**config.mk**
```make
export PLATFORM = sky130hd
export DESIGN_NAME = mem_access_unit_flat
export DESIGN_NICKNAME = d
export VERILOG_FILES = /design/src/rtl/mem_pkg.sv /design/src/rtl/mem_access_unit_if.sv /design/src/rtl/load_align.sv /design/src/rtl/mem_access_unit.sv /design/src/flat_wrapper.sv
export SDC_FILE = /design/constraint.sdc
export NUM_CORES = 1
export LEC_CHECK = 0
export CORE_AREA = 4 4 98 100
export CTS_CLUSTER_SIZE = 25
export DETAILED_ROUTE_END_ITERATION = 10
export DIE_AREA = 0 0 102 104
export DONT_BUFFER_PORTS = 1
export SYNTH_ARGS = -nofsm -noshare
export SYNTH_HDL_FRONTEND = slang
export SYNTH_SLANG_ARGS = --single-unit
```
**constraint.sdc**
```tcl
create_clock -name clk -period 2.31 [get_ports clk]
set_clock_uncertainty 0.1 [all_clocks]
set_input_delay 0.462 -clock clk [delete_from_list [all_inputs] [get_ports clk]]
set_output_delay 0.462 -clock clk [all_outputs]
set_load 0.01 [all_outputs]
```
**src/rtl/mem_pkg.sv**
```systemverilog
// Shared types and helpers for the MEM-stage load/store unit.
package mem_pkg;

  localparam logic [1:0] SZ_BYTE = 2'b00;
  localparam logic [1:0] SZ_HALF = 2'b01;
  localparam logic [1:0] SZ_WORD = 2'b10;

  typedef enum logic [1:0] {
    ST_IDLE,
    ST_REQ,
    ST_WAIT,
    ST_DONE
  } state_e;

  // Byte enables for an access of the given size at byte offset off.
  function automatic logic [3:0] be_gen(input logic [1:0] size, input logic [1:0] off);
    case (size)
      SZ_BYTE: be_gen = 4'b0001 << off;
      SZ_HALF: be_gen = 4'b0011 << {off[1], 1'b0};
      default: be_gen = 4'b1111;
    endcase
  endfunction

  // Replicate store data across all lanes so any enabled lane carries it.
  function automatic logic [31:0] wdata_rep(input logic [1:0] size, input logic [31:0] wd);
    case (size)
      SZ_BYTE: wdata_rep = {4{wd[7:0]}};
      SZ_HALF: wdata_rep = {2{wd[15:0]}};
      default: wdata_rep = wd;
    endcase
  endfunction

  function automatic logic is_aligned(input logic [1:0] size, input logic [1:0] off);
    case (size)
      SZ_BYTE: is_aligned = 1'b1;
      SZ_HALF: is_aligned = ~off[0];
      default: is_aligned = (off == 2'b00);
    endcase
  endfunction

endpackage

```
**src/rtl/mem_access_unit_if.sv**
```systemverilog
// Data-memory request/grant/response bus between the MEM stage and data memory.
interface mem_access_unit_if #(
  parameter int unsigned ADDR_W = 32
);
  logic              dmem_req;
  logic              dmem_we;
  logic [ADDR_W-1:0] dmem_addr;
  logic [31:0]       dmem_wdata;
  logic [3:0]        dmem_be;
  logic              dmem_gnt;
  logic              dmem_rvalid;
  logic [31:0]       dmem_rdata;

  modport master (
    output dmem_req, dmem_we, dmem_addr, dmem_wdata, dmem_be,
    input  dmem_gnt, dmem_rvalid, dmem_rdata
  );

  modport slave (
    input  dmem_req, dmem_we, dmem_addr, dmem_wdata, dmem_be,
    output dmem_gnt, dmem_rvalid, dmem_rdata
  );
endinterface

```
**src/rtl/load_align.sv**
```systemverilog
// Selects the addressed lane of a loaded word and sign- or zero-extends it.
module load_align
  import mem_pkg::*;
(
  input  logic [31:0] rdata,
  input  logic [1:0]  off,
  input  logic [1:0]  size,
  input  logic        is_unsigned,
  output logic [31:0] data_c
);

  logic [7:0]  byte_lane;
  logic [15:0] half_lane;

  always_comb begin
    byte_lane = rdata[{off, 3'b000} +: 8];
    half_lane = rdata[{off[1], 4'b0000} +: 16];
    data_c    = rdata;
    case (size)
      SZ_BYTE: data_c = is_unsigned ? {24'b0, byte_lane} : {{24{byte_lane[7]}}, byte_lane};
      SZ_HALF: data_c = is_unsigned ? {16'b0, half_lane} : {{16{half_lane[15]}}, half_lane};
      default: data_c = rdata;
    endcase
  end

endmodule

```
**src/rtl/mem_access_unit.sv**
```systemverilog
// MEM-stage load/store unit: drives the data-memory handshake, stalls upstream
// while an access is in flight and aligns load data for MEM/WB.
module mem_access_unit
  import mem_pkg::*;
#(
  parameter int unsigned ADDR_W = 32
) (
  input  logic              clk,
  input  logic              rst,
  input  logic [ADDR_W-1:0] alu_result_in,
  input  logic [31:0]       write_data_in,
  input  logic [4:0]        rd_in,
  input  logic [1:0]        mem_to_reg_in,
  input  logic              reg_write_in,
  input  logic              mem_read_in,
  input  logic              mem_write_in,
  input  logic [1:0]        size_in,
  input  logic              unsigned_in,
  mem_access_unit_if.master dmem,
  output logic              stall,
  output logic [31:0]       read_data_out,
  output logic [31:0]       reg_data_out,
  output logic [4:0]        rd_out,
  output logic [1:0]        mem_to_reg_out,
  output logic              reg_write_out,
  output logic              misalign_err
);

  state_e      state_q, state_d;
  logic [31:0] rdata_q, rdata_d;
  logic        misalign_q, misalign_d;

  logic [1:0]  off;
  logic        access;
  logic        is_store;
  logic        aligned;
  logic        req_c;

  assign off      = alu_result_in[1:0];
  assign access   = mem_read_in | mem_write_in;
  assign is_store = mem_write_in;
  assign aligned  = is_aligned(size_in, off);

  // Next-state and handshake outputs; every non-pass-through cycle is a WB bubble.
  always_comb begin
    state_d       = state_q;
    rdata_d       = rdata_q;
    misalign_d    = misalign_q;
    req_c         = 1'b0;
    stall         = 1'b0;
    reg_write_out = reg_write_in;

    unique case (state_q)
      ST_IDLE: begin
        if (access) begin
          reg_write_out = 1'b0;
          if (aligned) begin
            req_c = 1'b1;
            stall = 1'b1;
            if (dmem.dmem_gnt) begin
              state_d = is_store ? ST_DONE : ST_WAIT;
            end else begin
              state_d = ST_REQ;
            end
          end else begin
            misalign_d = 1'b1;
          end
        end
      end
      ST_REQ: begin
        req_c         = 1'b1;
        stall         = 1'b1;
        reg_write_out = 1'b0;
        if (dmem.dmem_gnt) begin
          state_d = is_store ? ST_DONE : ST_WAIT;
        end
      end
      ST_WAIT: begin
        stall         = 1'b1;
        reg_write_out = 1'b0;
        if (dmem.dmem_rvalid) begin
          rdata_d = dmem.dmem_rdata;
          state_d = ST_DONE;
        end
      end
      ST_DONE: begin
        state_d = ST_IDLE;
      end
      default: begin
        state_d = ST_IDLE;
      end
    endcase
  end

  always_ff @(posedge clk) begin
    if (rst) begin
      state_q    <= ST_IDLE;
      rdata_q    <= 32'b0;
      misalign_q <= 1'b0;
    end else begin
      state_q    <= state_d;
      rdata_q    <= rdata_d;
      misalign_q <= misalign_d;
    end
  end

  assign dmem.dmem_req   = req_c;
  assign dmem.dmem_we    = is_store;
  assign dmem.dmem_addr  = {alu_result_in[ADDR_W-1:2], 2'b00};
  assign dmem.dmem_be    = be_gen(size_in, off);
  assign dmem.dmem_wdata = wdata_rep(size_in, write_data_in);

  load_align u_load_align (
    .rdata       (rdata_q),
    .off         (off),
    .size        (size_in),
    .is_unsigned (unsigned_in),
    .data_c      (read_data_out)
  );

  assign reg_data_out   = 32'(alu_result_in);
  assign rd_out         = rd_in;
  assign mem_to_reg_out = mem_to_reg_in;
  assign misalign_err   = misalign_q;

endmodule

```
**src/flat_wrapper.sv**
```systemverilog
// flat-port wrapper written by rule: the top's interface ports become plain ports
module mem_access_unit_flat import mem_pkg::*;
#(
  parameter int unsigned ADDR_W = 32
)
  (clk, rst, alu_result_in, write_data_in, rd_in, mem_to_reg_in, reg_write_in, mem_read_in, mem_write_in, size_in, unsigned_in, stall, read_data_out, reg_data_out, rd_out, mem_to_reg_out, reg_write_out, misalign_err, dmem_dmem_req, dmem_dmem_we, dmem_dmem_addr, dmem_dmem_wdata, dmem_dmem_be, dmem_dmem_gnt, dmem_dmem_rvalid, dmem_dmem_rdata);
  mem_access_unit_if #(.ADDR_W(ADDR_W)) dmem_i ();
  input  logic clk;
  input  logic rst;
  input  logic [ADDR_W-1:0] alu_result_in;
  input  logic [31:0] write_data_in;
  input  logic [4:0] rd_in;
  input  logic [1:0] mem_to_reg_in;
  input  logic reg_write_in;
  input  logic mem_read_in;
  input  logic mem_write_in;
  input  logic [1:0] size_in;
  input  logic unsigned_in;
  output logic stall;
  output logic [31:0] read_data_out;
  output logic [31:0] reg_data_out;
  output logic [4:0] rd_out;
  output logic [1:0] mem_to_reg_out;
  output logic reg_write_out;
  output logic misalign_err;
  output wire logic [$bits(dmem_i.dmem_req)-1:0] dmem_dmem_req;
  output wire logic [$bits(dmem_i.dmem_we)-1:0] dmem_dmem_we;
  output wire logic [$bits(dmem_i.dmem_addr)-1:0] dmem_dmem_addr;
  output wire logic [$bits(dmem_i.dmem_wdata)-1:0] dmem_dmem_wdata;
  output wire logic [$bits(dmem_i.dmem_be)-1:0] dmem_dmem_be;
  input wire logic [$bits(dmem_i.dmem_gnt)-1:0] dmem_dmem_gnt;
  input wire logic [$bits(dmem_i.dmem_rvalid)-1:0] dmem_dmem_rvalid;
  input wire logic [$bits(dmem_i.dmem_rdata)-1:0] dmem_dmem_rdata;
  assign dmem_dmem_req = dmem_i.dmem_req;
  assign dmem_dmem_we = dmem_i.dmem_we;
  assign dmem_dmem_addr = dmem_i.dmem_addr;
  assign dmem_dmem_wdata = dmem_i.dmem_wdata;
  assign dmem_dmem_be = dmem_i.dmem_be;
  assign dmem_i.dmem_gnt = dmem_dmem_gnt;
  assign dmem_i.dmem_rvalid = dmem_dmem_rvalid;
  assign dmem_i.dmem_rdata = dmem_dmem_rdata;
  mem_access_unit #(.ADDR_W(ADDR_W)) u_core (.clk(clk), .rst(rst), .alu_result_in(alu_result_in), .write_data_in(write_data_in), .rd_in(rd_in), .mem_to_reg_in(mem_to_reg_in), .reg_write_in(reg_write_in), .mem_read_in(mem_read_in), .mem_write_in(mem_write_in), .size_in(size_in), .unsigned_in(unsigned_in), .dmem(dmem_i), .stall(stall), .read_data_out(read_data_out), .reg_data_out(reg_data_out), .rd_out(rd_out), .mem_to_reg_out(mem_to_reg_out), .reg_write_out(reg_write_out), .misalign_err(misalign_err));
endmodule
```
==> summary.txt <==
Outcome
  • Status: complete, no violations

Worst setup path
  • Slowest-stage cell, CP: dfxtp_1
  • Crit-path leading delay family: compound AO/OA/AOI/OAI gates
  • Crit path depth: 4
  • WP buf/inv: 0
  • Critical Path RT: 1.75 ns
  • Sequence of cells on the critical path: mux2_4 > a22oi_4 > nor3_4 > a221o_1
  • Critical path's largest stage delay: roughly 0.34 ns
  • Crit path launch type: flop
  • Kind of critical path: flop to output port
  • Crit path max fanout: 7
  • R2r worst-path depth: 6
  • Critical path arrival: roughly 1.6 ns
  • Crit end category: output port

Clock tree
  • CTS Hold Bufs: 0
  • Post-CTS setup buffers: 0
  • CTS Sinks: 35
  • Clk buf depth: 2
  • H-tree Lvls: 2
  • CTS tree: yes
  • CTS root buf: clkbuf_8
  • Worst-path clk slew: approximately 0.070 ns
  • Cts bufs inserted: 5
  • Worst skew pair latency: 0.28 ns

Routing
  • Starting DRC count in detailed routing: roughly 150
  • Via-to-Cell Ratio: between 5 and 6
  • Wirelength per Cell: between 20 and 25 um
  • Vias: 2357
  • DRC viols: 0
  • Number of antenna-violating nets in the routed design: 0
  • 1st-pass router iterations: 4
  • WL final: between 9000 and 10000 um

Synthesis
  • Yosys reg bits: 35
  • EDFF count, synth: 0
  • Yosys top cell by area: dfxtp_1
  • Synth top cells by count: buf_4, nand2_1, a21oi_1
  • Synth Flop Type: dfxtp_1
  • Cell count after synthesis: roughly 400
  • Fraction of registers with async set/reset: 0%
  • Yosys top cell area share: between 20% and 30%
  • Post-synth cell types: 37
  • Synth top area cells: dfxtp_1, buf_4, nand2_1
  • Synthesized area: around 0.0030 mm2
  • Top-count cell post-synth: buf_4
  • Sequential cell area fraction in the yosys report: a little under a quarter
  • Syn avg cell area: roughly 7.5 um2
  • Synth warnings: 0

Cells and area
  • Fillcell total: slightly below 1000
  • # diodes: 0
  • Post-layout util: between 20 and 30%
  • Layout cell share with drive strength beyond 1: 12.5%
  • Layout Nets: approximately 430
  • Non-Filler Instances: 420
  • Final instance area: 0.00257 mm2
  • P&R area growth vs syn: -14.8%

Global routing
  • First-pass GRT wire length: roughly 15000 um
  • Antenna violations before repair: 0
  • Largest net degree at the start of global routing: 54
  • Met1 Resource Use GR: 19.2%
  • GRT met2 Usage: around 32%
  • Total GRT Usage: 17.9%
  • Met3 Use GR: 7.31%
  • Grt ovf: 0
  • Vias in the first global route: around 2500
  • GRT busiest layer: met2

Floorplan
  • Core area: just under 0.009 mm2
  • Placement Rows: 34
  • Io pins: 257
  • Die W: slightly above 100 um
  • Die footprint: 0.0106 mm2
  • DIE HEIGHT: around 100 um
  • Initial Utilization: 34.7%

Timing
  • Setup-failing EPs final: 0
  • Slew @ Worst Pin: around 0.53 ns
  • Fmax: roughly 460 MHz
  • Final worst-path cycle share: between 90% and 100%
  • RSZ-0062 raised after global routing: no
  • Fin Setup TNS: 0 ns
  • Slew margin rel.: between 60 and 70%
  • Max-slew violations: 0
  • Final Hold Fails: 0
  • Min cycle time layout: 2.15 ns
  • Final WS setup: around 0.16 ns

Power and ir drop
  • Maximum vdd drop: 0.319 mV
  • Lkg Pwr: between 0.0009 and 0.001 uW
  • PD cells: approximately 710 mW/mm2

Placement
  • Cells after DPL: approximately 410
  • Gp weighted congestion: between 0.7 and 0.8
  • PortBufs: 0
  • Placement Setup Slack: approximately 0.14 ns
  • Dpl hpwl: 7710 um
  • Placed inst area: around 0.0025 mm2

Hold path
  • Hold path depth: 1
  • Worst min path class: input port to flop

Flow run
  • MaxCap Viol Count: 0
## stage by stage
step,hold slack [ns],power (uW)
finish,0.140,1810
global route,0.121,1940
CTS,0.134,1840
detailed placement,0.342,1420
global placement,0.336,1410
floorplan,0.336,1440
## per-layer routing
layer / part of all wire (%) / up-vias / wire, um
met3: 11 / 14 / 1090
met4: 1.4 / 0 / 138
met5: 0 / - / 0
met2: 52 / 147 / 5090
met1: 36 / 1114 / 3540
li1: - / 1082 / -
## cell usage in the layout, fill, tap and decap left out, types with 2 or more instances in the layout
cell / count
nand2_1: 75
a21oi_1: 51
dfxtp_1: 35
inv_1: 22
mux2_2: 17
mux2i_1: 16
nor2_1: 16
a221o_1: 14
o21ai_0: 11
buf_4: 8
ha_1: 5
clkbuf_8: 5
nor2b_1: 4
a211oi_1: 4
o21bai_1: 3
nand2b_1: 3
mux2_4: 2
o2111ai_1: 2
conb_1: 2
## what timing repair did
action / CTS / global route
endpoints found under the setup margin: 7 / 0
endpoints found under the hold margin: 0 / 0
gates resized for setup: 1 / 0
## power by group
group / switching, uW / leakage, uW / internal, uW
registers: 78.7 / 0.000284 / 693
logic: 389 / 0.000601 / 237
clock network: 212 / 0.0000371 / 201
## state kept, by name, indices dropped and copies added, names as in the netlist
signal / flops
u_core.misalign_err: 1
u_core.rdata_q: 32
u_core.state_q: 2
## final timing paths
| kind | startpoint | to | slack (ns) |
|---|---|---|---|
| max | u_core.rdata_q[31] | read_data_out[9] | 0.16 |
| min | rst | u_core.rdata_q[18] | 0.14 |
| max reg2reg | u_core.state_q[0] | u_core.rdata_q[23] | 0.65 |
| min reg2reg | u_core.rdata_q[0] | u_core.rdata_q[0] | 0.35 |
## cells by family after synthesis
logic type | count (synthesis) | synth area share (%)
flops | 35 | 23.3
compound gates | 93 | 20.2
simple gates | 105 | 14.8
fa+ha+maj | 5 | 2.08
buf+inv | 128 | 26.9
mux | 35 | 12.7
other cells | 1 | 0.125
## area by class of cell
type	count	area [um2]	area share (%)
Inverter	23	86.3	3.36
Sequential cell	35	701	27.3
Clock buffer	6	72.6	2.83
Tap cell	108	135	5.27
Multi-Input combinational cell	240	1510	58.9
Timing Repair Buffer	8	60.1	2.34
Note: power is estimated with default switching activity, not from simulation.
==> patch (same flow settings) <==
Make the reset (`rst`) asynchronous in one clocked block.
--- a/src/rtl/mem_access_unit.sv
+++ b/src/rtl/mem_access_unit.sv
@@ -92,7 +92,7 @@
     endcase
   end
 
-  always_ff @(posedge clk) begin
+  always_ff @(posedge clk or posedge rst) begin
     if (rst) begin
       state_q    <= ST_IDLE;
       rdata_q    <= 32'b0;
Formal check against the unedited RTL: differs if rst is asserted again (counterexample within 4 cycles, from zero or initial values and one cycle with rst high); with rst held inactive, the same outputs for 4 cycles.
==> patch against the original RTL <==
Utilization rose by 1.8 points; register-to-register slack got worse by 100 ps; die area did not move; cell count fell by 15%; routed wire length fell by 4.9%; sequential cell count did not move; area after synthesis rose by 4.0%; setup slack got worse by 140 ps; first-iteration DRC count fell by 39%; design area rose by 6.2%; highest routed layer unchanged.
Power is not compared: it rests on default switching activity, and its combinational part moved more than twofold at a synthesized area within 25%.
==> patch: results (changes against the original RTL) <==
* Status: finished, final reports clean (unchanged)
* Layout cell share with drive strength beyond 1 at 0.324 (was 0.125)
* Mux share of post-synthesis cell area at 0.228 (was 0.127)
* GRT Total Usage at 0.168 (was 0.179)
* Slowest stage cell, crit path: mux4_2 (was dfxtp_1)
* Vias in the first global route at 2199 (was 2479)
* Relative slew slack at 0.520 (was 0.641)
* Worst slack at placement at -67.3 ps (was 139 ps)
* RePlAce Congestion at 0.773 (was 0.771)
* Post-Syn Area per Cell at 9.52 um2 (was 7.49 um2)
* Layout non-clock buf frac at 0.0165 (was 0.0234)
* Grt met1 use at 0.161 (was 0.192)
* Layout Nets at 367 (was 431)
* Post-Synth Adder-Cell Area at 0.0200 (was 0.0208)
* Met2 wire len at 4750 um (was 5090 um)
* Crit path max-delay family: multiplexers (was compound AO/OA/AOI/OAI gates)
* Vias at 2012 (was 2357)
* GRT met3 Usage at 0.104 (was 0.0731)
* Clkbuf count at 5 (was 6)
* Post-synthesis sequential area ratio at 0.280 (was 0.233)
* Arr. time, crit path at 1730 ps (was 1590 ps)
* Final wirelength at 9380 um (was 9860 um)
* Detailed placer's ending HPWL at 7680 um (was 7710 um)
* Ranking of synthesized cells by area: dfrtp_1 28%, buf_4 19%, mux2_2 18% (was dfxtp_1 23%, buf_4 20%, nand2_1 9.3%)
* Synth top cells by count: 80 x buf_4, 49 x mux2_2, 35 x dfrtp_1 (was 80 x buf_4, 75 x nand2_1, 51 x a21oi_1)
* CP peak stage delay at 530 ps (was 340 ps)
* Tightest Hold Check Type: in2async (was in2reg)
* Num sequential at 35 (unchanged)
[patch: cell count changes after synthesis, moves of 10 or more]
cell,unedited run,this run
a21oi_1,51,13
a21oi_2,0,10
dfrtp_1,0,35
dfxtp_1,35,0
mux2_2,17,49
nand2_1,75,12
[patch: final timing paths]
kind	from	endpoint	slack, ps	cells past startpoint
max	u_core.rdata_q[31]	read_data_out[9]	20	4
min	rst	u_core.rdata_q[3]	70	2
max reg2reg	u_core.state_q[0]	u_core.rdata_q[24]	550	5
min reg2reg	u_core.rdata_q[3]	u_core.rdata_q[3]	410	1
max in group asynchronous	rst	u_core.rdata_q[9]	1720	2
min in group clk	dmem_dmem_rdata[17]	u_core.rdata_q[17]	220	1
[patch: kinds of logic after synthesis]
| kind of cell | after synthesis |
|---|---|
| AO/OA/AOI/OAI | 68 |
| adder cells (fa/ha/maj) | 5 |
| buffers and inverters | 117 |
| flip-flops | 35 |
| multiplexers | 64 |
| other | 1 |
| AND/OR/NAND/NOR | 39 |
